===== src/rtl/decode_issue_buffer_pkg.sv =====
// Shared RV32I decode constants, op ids, unit / ROB type codes and the decoded-entry record.
package decode_issue_buffer_pkg;

    localparam logic [6:0] OPC_LUI    = 7'b0110111;
    localparam logic [6:0] OPC_AUIPC  = 7'b0010111;
    localparam logic [6:0] OPC_JAL    = 7'b1101111;
    localparam logic [6:0] OPC_JALR   = 7'b1100111;
    localparam logic [6:0] OPC_BRANCH = 7'b1100011;
    localparam logic [6:0] OPC_LOAD   = 7'b0000011;
    localparam logic [6:0] OPC_STORE  = 7'b0100011;
    localparam logic [6:0] OPC_OPIMM  = 7'b0010011;
    localparam logic [6:0] OPC_OP     = 7'b0110011;

    localparam logic [2:0] F3_ADD_SUB = 3'd0;
    localparam logic [2:0] F3_SLL     = 3'd1;
    localparam logic [2:0] F3_SLT     = 3'd2;
    localparam logic [2:0] F3_SLTU    = 3'd3;
    localparam logic [2:0] F3_XOR     = 3'd4;
    localparam logic [2:0] F3_SRL_SRA = 3'd5;
    localparam logic [2:0] F3_OR      = 3'd6;
    localparam logic [2:0] F3_AND     = 3'd7;

    localparam logic [2:0] F3_BEQ  = 3'd0;
    localparam logic [2:0] F3_BNE  = 3'd1;
    localparam logic [2:0] F3_BLT  = 3'd4;
    localparam logic [2:0] F3_BGE  = 3'd5;
    localparam logic [2:0] F3_BLTU = 3'd6;
    localparam logic [2:0] F3_BGEU = 3'd7;

    localparam logic [2:0] F3_LB  = 3'd0;
    localparam logic [2:0] F3_LH  = 3'd1;
    localparam logic [2:0] F3_LW  = 3'd2;
    localparam logic [2:0] F3_LBU = 3'd4;
    localparam logic [2:0] F3_LHU = 3'd5;

    localparam logic [2:0] F3_SB = 3'd0;
    localparam logic [2:0] F3_SH = 3'd1;
    localparam logic [2:0] F3_SW = 3'd2;

    localparam logic [6:0] F7_BASE = 7'h00;
    localparam logic [6:0] F7_ALT  = 7'h20;

    localparam int OPID_BITS = 6;
    typedef logic [OPID_BITS-1:0] op_id_t;

    localparam op_id_t OP_NOP   = 6'd0;
    localparam op_id_t OP_LUI   = 6'd1;
    localparam op_id_t OP_AUIPC = 6'd2;
    localparam op_id_t OP_JAL   = 6'd3;
    localparam op_id_t OP_JALR  = 6'd4;
    localparam op_id_t OP_BEQ   = 6'd5;
    localparam op_id_t OP_BNE   = 6'd6;
    localparam op_id_t OP_BLT   = 6'd7;
    localparam op_id_t OP_BGE   = 6'd8;
    localparam op_id_t OP_BLTU  = 6'd9;
    localparam op_id_t OP_BGEU  = 6'd10;
    localparam op_id_t OP_LB    = 6'd11;
    localparam op_id_t OP_LH    = 6'd12;
    localparam op_id_t OP_LW    = 6'd13;
    localparam op_id_t OP_LBU   = 6'd14;
    localparam op_id_t OP_LHU   = 6'd15;
    localparam op_id_t OP_SB    = 6'd16;
    localparam op_id_t OP_SH    = 6'd17;
    localparam op_id_t OP_SW    = 6'd18;
    localparam op_id_t OP_ADDI  = 6'd19;
    localparam op_id_t OP_SLTI  = 6'd20;
    localparam op_id_t OP_SLTIU = 6'd21;
    localparam op_id_t OP_XORI  = 6'd22;
    localparam op_id_t OP_ORI   = 6'd23;
    localparam op_id_t OP_ANDI  = 6'd24;
    localparam op_id_t OP_SLLI  = 6'd25;
    localparam op_id_t OP_SRLI  = 6'd26;
    localparam op_id_t OP_SRAI  = 6'd27;
    localparam op_id_t OP_ADD   = 6'd28;
    localparam op_id_t OP_SUB   = 6'd29;
    localparam op_id_t OP_SLL   = 6'd30;
    localparam op_id_t OP_SLT   = 6'd31;
    localparam op_id_t OP_SLTU  = 6'd32;
    localparam op_id_t OP_XOR   = 6'd33;
    localparam op_id_t OP_SRL   = 6'd34;
    localparam op_id_t OP_SRA   = 6'd35;
    localparam op_id_t OP_OR    = 6'd36;
    localparam op_id_t OP_AND   = 6'd37;

    typedef enum logic [1:0] {
        UNIT_NONE = 2'd0,
        UNIT_ALU  = 2'd1,
        UNIT_BR   = 2'd2,
        UNIT_LSB  = 2'd3
    } unit_e;

    typedef enum logic [2:0] {
        ROB_REG    = 3'd0,
        ROB_BRANCH = 3'd1,
        ROB_STORE  = 3'd2,
        ROB_LOAD   = 3'd3,
        ROB_JUMP   = 3'd4,
        ROB_EXC    = 3'd5
    } rob_type_e;

    typedef struct packed {
        unit_e      unit;
        op_id_t     op_id;
        logic [31:0] pc;
        logic [31:0] imm;
        logic [4:0] rd;
        logic [4:0] rs1;
        logic [4:0] rs2;
        logic       rd_we;
        rob_type_e  rob_type;
        logic       illegal;
    } entry_t;

endpackage


===== src/rtl/decode_issue_buffer_decode.sv =====
// Pure combinational RV32I decoder: instruction word + pc -> decoded buffer entry.
module inst_decode_comb
    import decode_issue_buffer_pkg::*;
(
    input  logic [31:0] inst,
    input  logic [31:0] pc,
    output entry_t      entry
);

    logic [6:0]  opcode;
    logic [2:0]  funct3;
    logic [6:0]  funct7;
    logic [31:0] imm_i;
    logic [31:0] imm_s;
    logic [31:0] imm_b;
    logic [31:0] imm_u;
    logic [31:0] imm_j;
    logic [31:0] imm_sh;
    logic        legal;
    logic        writes_rd;

    assign opcode = inst[6:0];
    assign funct3 = inst[14:12];
    assign funct7 = inst[31:25];
    assign imm_i  = {{20{inst[31]}}, inst[31:20]};
    assign imm_s  = {{20{inst[31]}}, inst[31:25], inst[11:7]};
    assign imm_b  = {{19{inst[31]}}, inst[31], inst[7], inst[30:25], inst[11:8], 1'b0};
    assign imm_u  = {inst[31:12], 12'b0};
    assign imm_j  = {{11{inst[31]}}, inst[31], inst[19:12], inst[20], inst[30:21], 1'b0};
    assign imm_sh = {27'b0, inst[24:20]};

    always_comb begin
        entry     = '0;
        entry.pc  = pc;
        legal     = 1'b1;
        writes_rd = 1'b0;
        case (opcode)
            OPC_LUI, OPC_AUIPC: begin
                entry.unit  = UNIT_ALU;
                entry.op_id = (opcode == OPC_LUI) ? OP_LUI : OP_AUIPC;
                entry.imm   = imm_u;
                writes_rd   = 1'b1;
            end
            OPC_JAL: begin
                entry.unit     = UNIT_BR;
                entry.op_id    = OP_JAL;
                entry.imm      = imm_j;
                entry.rob_type = ROB_JUMP;
                writes_rd      = 1'b1;
            end
            OPC_JALR: begin
                entry.unit     = UNIT_BR;
                entry.op_id    = OP_JALR;
                entry.imm      = imm_i;
                entry.rs1      = inst[19:15];
                entry.rob_type = ROB_JUMP;
                writes_rd      = 1'b1;
                legal          = (funct3 == 3'd0);
            end
            OPC_BRANCH: begin
                entry.unit     = UNIT_BR;
                entry.imm      = imm_b;
                entry.rs1      = inst[19:15];
                entry.rs2      = inst[24:20];
                entry.rob_type = ROB_BRANCH;
                case (funct3)
                    F3_BEQ:  entry.op_id = OP_BEQ;
                    F3_BNE:  entry.op_id = OP_BNE;
                    F3_BLT:  entry.op_id = OP_BLT;
                    F3_BGE:  entry.op_id = OP_BGE;
                    F3_BLTU: entry.op_id = OP_BLTU;
                    F3_BGEU: entry.op_id = OP_BGEU;
                    default: legal = 1'b0;
                endcase
            end
            OPC_LOAD: begin
                entry.unit     = UNIT_LSB;
                entry.imm      = imm_i;
                entry.rs1      = inst[19:15];
                entry.rob_type = ROB_LOAD;
                writes_rd      = 1'b1;
                case (funct3)
                    F3_LB:   entry.op_id = OP_LB;
                    F3_LH:   entry.op_id = OP_LH;
                    F3_LW:   entry.op_id = OP_LW;
                    F3_LBU:  entry.op_id = OP_LBU;
                    F3_LHU:  entry.op_id = OP_LHU;
                    default: legal = 1'b0;
                endcase
            end
            OPC_STORE: begin
                entry.unit     = UNIT_LSB;
                entry.imm      = imm_s;
                entry.rs1      = inst[19:15];
                entry.rs2      = inst[24:20];
                entry.rob_type = ROB_STORE;
                case (funct3)
                    F3_SB:   entry.op_id = OP_SB;
                    F3_SH:   entry.op_id = OP_SH;
                    F3_SW:   entry.op_id = OP_SW;
                    default: legal = 1'b0;
                endcase
            end
            OPC_OPIMM: begin
                entry.unit = UNIT_ALU;
                entry.imm  = imm_i;
                entry.rs1  = inst[19:15];
                writes_rd  = 1'b1;
                case (funct3)
                    F3_ADD_SUB: entry.op_id = OP_ADDI;
                    F3_SLT:     entry.op_id = OP_SLTI;
                    F3_SLTU:    entry.op_id = OP_SLTIU;
                    F3_XOR:     entry.op_id = OP_XORI;
                    F3_OR:      entry.op_id = OP_ORI;
                    F3_AND:     entry.op_id = OP_ANDI;
                    F3_SLL: begin
                        entry.op_id = OP_SLLI;
                        entry.imm   = imm_sh;
                        legal       = (funct7 == F7_BASE);
                    end
                    default: begin
                        // funct3 = SRL/SRA: funct7 picks logical vs arithmetic
                        entry.op_id = (funct7 == F7_ALT) ? OP_SRAI : OP_SRLI;
                        entry.imm   = imm_sh;
                        legal       = (funct7 == F7_BASE) || (funct7 == F7_ALT);
                    end
                endcase
            end
            OPC_OP: begin
                entry.unit = UNIT_ALU;
                entry.rs1  = inst[19:15];
                entry.rs2  = inst[24:20];
                writes_rd  = 1'b1;
                if (funct7 == F7_BASE) begin
                    case (funct3)
                        F3_ADD_SUB: entry.op_id = OP_ADD;
                        F3_SLL:     entry.op_id = OP_SLL;
                        F3_SLT:     entry.op_id = OP_SLT;
                        F3_SLTU:    entry.op_id = OP_SLTU;
                        F3_XOR:     entry.op_id = OP_XOR;
                        F3_SRL_SRA: entry.op_id = OP_SRL;
                        F3_OR:      entry.op_id = OP_OR;
                        default:    entry.op_id = OP_AND;
                    endcase
                end else if (funct7 == F7_ALT && funct3 == F3_ADD_SUB) begin
                    entry.op_id = OP_SUB;
                end else if (funct7 == F7_ALT && funct3 == F3_SRL_SRA) begin
                    entry.op_id = OP_SRA;
                end else begin
                    legal = 1'b0;
                end
            end
            default: legal = 1'b0;
        endcase

        if (writes_rd) begin
            entry.rd = inst[11:7];
        end
        entry.rd_we = writes_rd && (inst[11:7] != 5'd0);

        // Illegal words still occupy a ROB slot so the exception surfaces at commit.
        if (!legal) begin
            entry          = '0;
            entry.pc       = pc;
            entry.rob_type = ROB_EXC;
            entry.illegal  = 1'b1;
        end
    end

endmodule


===== src/rtl/decode_issue_buffer.sv =====
// Decode stage: decodes accepted IQ words into a small in-order circular buffer and
// issues the head once the ROB and its target reservation station have space.
module decode_issue_buffer
    import decode_issue_buffer_pkg::*;
#(
    parameter int TAG_W  = 4,
    parameter int OPID_W = 6,
    parameter int DEPTH  = 2
) (
    input  logic              clk,
    input  logic              rst,
    input  logic              rdy,
    input  logic              flush,
    input  logic              iq_valid,
    input  logic [31:0]       iq_inst,
    input  logic [31:0]       iq_pc,
    output logic              iq_ready,
    input  logic              alu_full,
    input  logic              br_full,
    input  logic              lsb_full,
    input  logic              rob_full,
    input  logic [TAG_W-1:0]  rob_tag,
    output logic              issue_fire,
    output logic [1:0]        issue_unit,
    output logic [OPID_W-1:0] issue_op_id,
    output logic [31:0]       issue_pc,
    output logic [31:0]       issue_imm,
    output logic [TAG_W-1:0]  issue_tag,
    output logic [4:0]        issue_rd,
    output logic [4:0]        issue_rs1,
    output logic [4:0]        issue_rs2,
    output logic              issue_rd_we,
    output logic [2:0]        issue_rob_type,
    output logic              issue_illegal
);

    localparam int PTR_W = $clog2(DEPTH);
    localparam int CNT_W = $clog2(DEPTH + 1);

    logic [PTR_W-1:0] head_reg, head_next;
    logic [PTR_W-1:0] tail_reg, tail_next;
    logic [CNT_W-1:0] count_reg, count_next;
    logic [DEPTH-1:0] valid_reg, valid_next;
    entry_t           entry_mem [DEPTH];

    entry_t dec_entry;
    entry_t head_entry;
    logic   unit_busy;
    logic   push;
    logic   pop;
    logic   clear;

    inst_decode_comb u_decode (
        .inst  (iq_inst),
        .pc    (iq_pc),
        .entry (dec_entry)
    );

    assign head_entry = entry_mem[head_reg];

    always_comb begin
        unit_busy = 1'b0;
        case (head_entry.unit)
            UNIT_ALU: unit_busy = alu_full;
            UNIT_BR:  unit_busy = br_full;
            UNIT_LSB: unit_busy = lsb_full;
            default:  unit_busy = 1'b0;
        endcase
    end

    // Readiness uses the registered count, so a slot freed by this cycle's issue is not reused.
    assign iq_ready = rst & rdy & ~flush & (count_reg < CNT_W'(DEPTH));
    assign push     = iq_valid & iq_ready;
    assign pop      = rst & rdy & ~flush & (count_reg != '0) & valid_reg[head_reg]
                      & ~rob_full & ~unit_busy;
    assign clear    = rdy & flush;

    always_comb begin
        head_next  = head_reg;
        tail_next  = tail_reg;
        count_next = count_reg;
        if (clear) begin
            head_next  = '0;
            tail_next  = '0;
            count_next = '0;
        end else begin
            if (push) begin
                tail_next = tail_reg + 1'b1;
            end
            if (pop) begin
                head_next = head_reg + 1'b1;
            end
            if (push && !pop) begin
                count_next = count_reg + 1'b1;
            end else if (pop && !push) begin
                count_next = count_reg - 1'b1;
            end
        end
    end

    generate
        for (genvar gi = 0; gi < DEPTH; gi++) begin : g_valid
            assign valid_next[gi] = clear                                   ? 1'b0 :
                                    (push && tail_reg == PTR_W'(gi))        ? 1'b1 :
                                    (pop && head_reg == PTR_W'(gi))         ? 1'b0 :
                                    valid_reg[gi];
        end
    endgenerate

    always_ff @(posedge clk or negedge rst) begin
        if (!rst) begin
            head_reg  <= '0;
            tail_reg  <= '0;
            count_reg <= '0;
            valid_reg <= '0;
        end else begin
            head_reg  <= head_next;
            tail_reg  <= tail_next;
            count_reg <= count_next;
            valid_reg <= valid_next;
        end
    end

    always_ff @(posedge clk) begin
        if (push) begin
            entry_mem[tail_reg] <= dec_entry;
        end
    end

    assign issue_fire     = pop;
    assign issue_unit     = pop ? head_entry.unit : UNIT_NONE;
    assign issue_op_id    = pop ? OPID_W'(head_entry.op_id) : '0;
    assign issue_pc       = pop ? head_entry.pc : '0;
    assign issue_imm      = pop ? head_entry.imm : '0;
    assign issue_tag      = pop ? rob_tag : '0;
    assign issue_rd       = pop ? head_entry.rd : '0;
    assign issue_rs1      = pop ? head_entry.rs1 : '0;
    assign issue_rs2      = pop ? head_entry.rs2 : '0;
    assign issue_rd_we    = pop & head_entry.rd_we;
    assign issue_rob_type = pop ? head_entry.rob_type : ROB_REG;
    assign issue_illegal  = pop & head_entry.illegal;

endmodule


===== config.mk =====
export PLATFORM = sky130hd
export DESIGN_NAME = decode_issue_buffer
export DESIGN_NICKNAME = d
export VERILOG_FILES = /design/src/rtl/decode_issue_buffer_pkg.sv /design/src/rtl/decode_issue_buffer_decode.sv /design/src/rtl/decode_issue_buffer.sv
export SDC_FILE = /design/constraint.sdc
export NUM_CORES = 1
export LEC_CHECK = 0
export BUFFER_PORTS_ARGS = -buffer_cell sky130_fd_sc_hd__buf_2
export CORE_AREA = 2 2 108 188
export DETAILED_ROUTE_END_ITERATION = 7
export DIE_AREA = 0 0 110 190
export PLACE_DENSITY = 0.76
export SYNTH_ARGS = -nofsm -noshare
export SYNTH_HDL_FRONTEND = slang
export SYNTH_HIERARCHICAL = 1
export SYNTH_SLANG_ARGS = --single-unit

===== constraint.sdc =====
create_clock -name clk -period 15.6 [get_ports clk]
set_input_delay 3.12 -clock clk [delete_from_list [all_inputs] [get_ports clk]]
set_output_delay 3.12 -clock clk [all_outputs]
set_load 0.03 [all_outputs]

Word level (Yosys, flattened, before mapping)
Memory sizes are Yosys's and may differ from the RTL's.
Cells that the tools add are included.

word-level totals
  flip-flop bits (word level) = 6
  bits in writable memories = 184
  output and inout port bits = 98
  word-level logic and storage cells = 134
  memories kept = 1

operators by class
  add/sub/neg operators = 4
  $lt $le $gt $ge = 2
  eq/ne operators = 20
  muxes and demuxes = 54
  bitwise logic cells = 16
  reductions and logical operators = 32

memory list
  memory     words  width  read ports  clocked after Yosys merged registers in  write ports  line                       text
  entry_mem  2      92     1           0                                        1            decode_issue_buffer.sv:44  entry_t entry_mem [DEPTH];

operators by type and width
  cell                count
  $pmux 32 s6         1
  $mux 32             3
  $mux 92             1
  $pmux 6 s7          2
  $pmux 8 s8          1
  $mux 5              6
  $eq 7x6->1 const B  4
  $mux 6              4
  $pmux 4 s6          1
  $mux 1              22
  $eq 7x7->1 const B  3
  $pmux 4 s5          1
  $reduce_or 6->1     3
  $pmux 5 s3          1
  $eq 7x5->1 const B  2
  $eq 3x3->1 const B  4
  $pmux 3 s4          1
  $and 1x1->1         11
  $mux 2              5
  $logic_and 1x1->1   9
  $reduce_bool 3->1   3
  $reduce_or 3->1     3
  $eq 7x2->1 const B  1
  $logic_not 7->1     1
  other kinds (23)    35

Depth between registers and ports, before layout
  word-level depth = 10
  depth in mapped cells = 9
  depth with buffers taken out = 5

Cells and area by module
Netlist, hierarchy kept.

modules (own cells, without submodules)
  module               instances  cells each  area each (sq um)
  decode_issue_buffer  1          348         7,009.2
  inst_decode_comb     1          252         1,549.0

Worst setup path before layout
No wires, ideal clock.

  kind = input -> register
  start point = input flush
  end point = memory entry_mem[0][0] (netlist name), enable pin
  arrival time = 7,952 ps
  required time = 15,045 ps
  slack = 7,093 ps
  cell stages on the path = 3
  path buffers = 0
  cell sequence = nand3b_1 -> nor3b_1 -> nor2b_1

between the ends
  word-level cells in the longest chain between the ends = 6

RTL lines
  what                          line                        text
  start, declared               decode_issue_buffer.sv:13   input logic flush,
  $not 1->1                     decode_issue_buffer.sv:72   assign iq_ready = rst & rdy & ~flush & (count_reg < CNT_W'(DEPTH));
  $and 1x1->1 (2 in series)     decode_issue_buffer.sv:72
  $and 1x1->1                   decode_issue_buffer.sv:73   assign push = iq_valid & iq_ready;
  $mux 1                        decode_issue_buffer.sv:125  if (push) begin
  $mux 1 (implied by the code)  decode_issue_buffer.sv:126  entry_mem[tail_reg] <= dec_entry;
  end, declared                 decode_issue_buffer.sv:44

Every way passes these cells.

Final worst setup path
  start point = input rob_full
  end point = output issue_imm[14]

between the ends
  word-level cells in the longest chain between the ends = 4

RTL lines
  what                       line                        text
  start, declared            decode_issue_buffer.sv:21   input logic rob_full,
  $not 1->1                  decode_issue_buffer.sv:75   & ~rob_full & ~unit_busy;
  $and 1x1->1 (2 in series)  decode_issue_buffer.sv:75
  $mux 32                    decode_issue_buffer.sv:134  assign issue_imm = pop ? head_entry.imm : '0;
  end, declared              decode_issue_buffer.sv:27   output logic [31:0] issue_imm,

Every way passes these cells.

==> impl_metrics.py <==
metrics = {
    "power": {
        "combPwrFrac": 0.041,
        "clkPwrFrac": 0.409,
        "p_leak_nw": 3.77,
        "switching_share": 0.218,
        "ir_worst_vdd_uv": 70.9,
        "seqPwrFrac": 0.550,
        "p_switching_w": 0.000224,
        "power_w": 0.00103,
        "internal-power_w": 0.000804,
        "power_density_nw_per_um2": 104,
    },
    "critical_path": {
        "cp.arrival_ns": 5.87,
        "crit_fanout": 91,
        "r2r_slack_ns": 12.44,
        "rr_worst_depth": 6,
        "regToRegEndpoint": "valid_reg[0]$_DFFE_PN0P_",
        "cp.required_ns": 12.48,
        "r2r-start": "head_reg$_DFFE_PN0P_",
        "crit_path_end_kind": "output port",
        "critPathKind": "in -> out",
        "crit_path_start_kind": "primary input",
    },
    "cells_and_area": {
        "area_delta_synth_final_pct": 14.9,
        "largest_reg_flops": 184,
        "postLayoutCoreUtil": 0.505,
        "layout-drive-gt1-share": 0.301,
        "fill_cells": 1666,
        "final_nets": 804,
    },
    "hold_path": {
        "min-delay-start": "valid_reg[0]$_DFFE_PN0P_",
        "hold-path-endpoint": "valid_reg[0]$_DFFE_PN0P_",
        "hold_path_class": "reg -> reg",
        "worstHoldPathCells": 2,
    },
    "timing": {
        "fin_crit_ns": 8.99,
        "setup_tns_ns": 0,
        "period_share": 0.576,
        "fmax_mhz": 111,
        "setup_viol": 0,
        "rsz0062_at_grt": "no",
        "fin_skew_ns": 0.00508,
        "max_slew_margin": 0.308,
        "hold_violations": 0,
        "slew_violations": 0,
        "worst_slew_pin_slew_ns": 1.04,
    },
    "clock_tree": {
        "clk_pin_slew_ns": 0.07,
        "cts_tree": "yes",
        "cts_htree_levels": 4,
        "holdBufCountCts": 0,
        "cts_made_buffers": 17,
        "cts_root_buf": "clkbuf_16",
        "cts_buffer_depth": 2,
        "worstSkewPairLatency_ns": 0.42,
        "post-cts-setup-buffers": 0,
        "clock-sinks": 190,
        "cts_resized": 0,
    },
    "yosys": {
        "ys_types": 62,
        "synth_enable_flop_cells": 184,
        "syn_nets": 677,
        "async_flop_share": 0.0316,
        "synth_area_per_cell_um2": 14.3,
        "synth_ff_type": "edfxtp_1",
        "ys_seq_area_frac": 0.663,
        "yosysWarningCount": 6,
        "ys_ff_latch": 190,
        "syn-instance-count": 600,
        "synth_area_um2": 8560,
    },
    "place": {
        "hpwl_um": 13500,
        "gp_congestion": 0.952,
        "port_buffers": 174,
    },
    "floorplan": {
        "initial_utilization": 0.439,
        "num_rows": 68,
        "die_area_um2": 20900,
        "ios": 175,
        "core-area_um2": 19500,
        "die_h_um": 190,
        "fp.dieW_um": 110,
    },
    "drt": {
        "wl_um": 19700,
        "drt_first_pass_iters": 6,
        "num_vias": 5535,
        "routed_via_density": 5.61,
        "drt-initial-drc-count": 486,
        "ant_nets": 0,
        "routedWlPerCell_um": 20.0,
        "drc": 0,
    },
    "grt": {
        "antenna_found_initial": 1,
        "grt_start_max_net_pins": 92,
        "overflow": 0,
        "grt_usage": 0.187,
        "grt_pass1_vias": 5317,
        "grt_pass1_wl_um": 28900,
    },
    "job": {
        "max-cap-violations": 0,
    },
    "outcome": {
        "outcome": "finished, final reports clean",
    },
}
[metrics by stage]
stage	hold WS, ns	instance area, um^2	instances	setup slack [ns]
floorplan	0.489	8560	600	7.09
global placement	0.507	9260	953	6.70
detailed placement	0.513	9260	953	6.66
CTS	0.521	9830	985	6.66
global route	0.551	9830	986	6.51
finish	0.521	9830	986	6.61
[power groups by stage]
stage,clock (W),combinational (W),sequential (W)
5_1_grt,0.000447,0.0000463,0.000565
3_5_place_dp,0,0.0000419,0.000576
6_report,0.000420,0.0000426,0.000565
2_1_floorplan,0,0.0000281,0.000576
4_1_cts,0.000430,0.0000420,0.000565
3_3_place_gp,0,0.0000411,0.000576
[metal layers]
metal  up-vias  global-route usage  share of wire
li1       2581                   -              -
met1      2706               0.216           0.37
met2       204               0.327           0.55
met3        44              0.0281          0.049
met4         0              0.0974          0.039
met5         -                   0              0
[worst max path at each step]
stage                        start                   endpoint  slack (ns)  cells past startpoint
after CTS                 rob_full              issue_imm[14]        6.66                      7
after global placement    rob_full              issue_imm[14]        6.70                      7
after global routing      rob_full              issue_imm[14]        6.51                      7
after detailed placement  rob_full              issue_imm[14]        6.66                      7
final                     rob_full              issue_imm[14]        6.61                      7
after floorplan              flush  entry_mem[0][0]$_DFFE_PP_        7.09                      3
[cells in the final DEF (no fill, tap or decap), drive strengths merged, types with 7 or more instances in the layout]
cell and n:
edfxtp 184, buf 181, a22o 90, a21oi 31, nand2 23, nor2 22, clkbuf 18, nor3 15
inv 14, and2 13, o21ai 12, nor2b 11, a21boi 11, nand3 9, a21o 9, mux2i 8
nand2b 7
[kinds of logic after synthesis]
| kind of cell | count (synthesis) | synth area share |
|---|---|---|
| compound gates | 186 | 0.167 |
| buf+inv | 79 | 0.0670 |
| xor+xnor | 5 | 0.00512 |
| flops | 190 | 0.663 |
| simple gates | 132 | 0.0883 |
| mux | 8 | 0.00936 |
[synth_stat cells (all sizes together), types with 2 or more instances]
cell	number	share of area
nand2b	7	0.0051
nand4bb	2	0.0026
a21o	9	0.0079
or3	3	0.0028
a22o	90	0.092
nor2b	11	0.0080
mux2i	8	0.0094
nand3b	5	0.0044
inv	6	0.0026
nor4	4	0.0029
and2	13	0.0098
a22oi	4	0.0035
nand2	23	0.010
nand3	9	0.0053
a21oi	31	0.018
or2	2	0.0015
nor2	22	0.0096
nor3	15	0.0094
o21ai	12	0.0070
and3b	2	0.0020
xor2	2	0.0020
a211oi	2	0.0018
clkbuf	12	0.0053
nand4b	2	0.0020
o31ai	3	0.0026
buf	61	0.059
or4	2	0.0022
a21boi	11	0.0096
o21bai	3	0.0026
edfxtp	184	0.65
dfrtp	6	0.018
xnor2	3	0.0031
a31oi	6	0.0044
o22ai	5	0.0044
and4b	5	0.0058
[critical path, stage by stage]
cell	delay (ns)
buf_2	0.09
or3_4	0.40
a2111oi_4	0.60
nor2b_4	0.24
buf_4	0.74
a22o_1	0.33
buf_2	0.22
[layout make-up]
class                   instances  area, um^2  area share
multi-input cells             331        2330       0.237
diodes                          1        2.50    0.000254
flip-flops and latches        190        5680       0.577
repair buffers                181         923      0.0939
inverters                       6        22.5     0.00229
well taps                     245         307      0.0312
clock inverters                14         148      0.0150
clock buffers                  18         429      0.0436
Power figures use the tool's default switching activity.
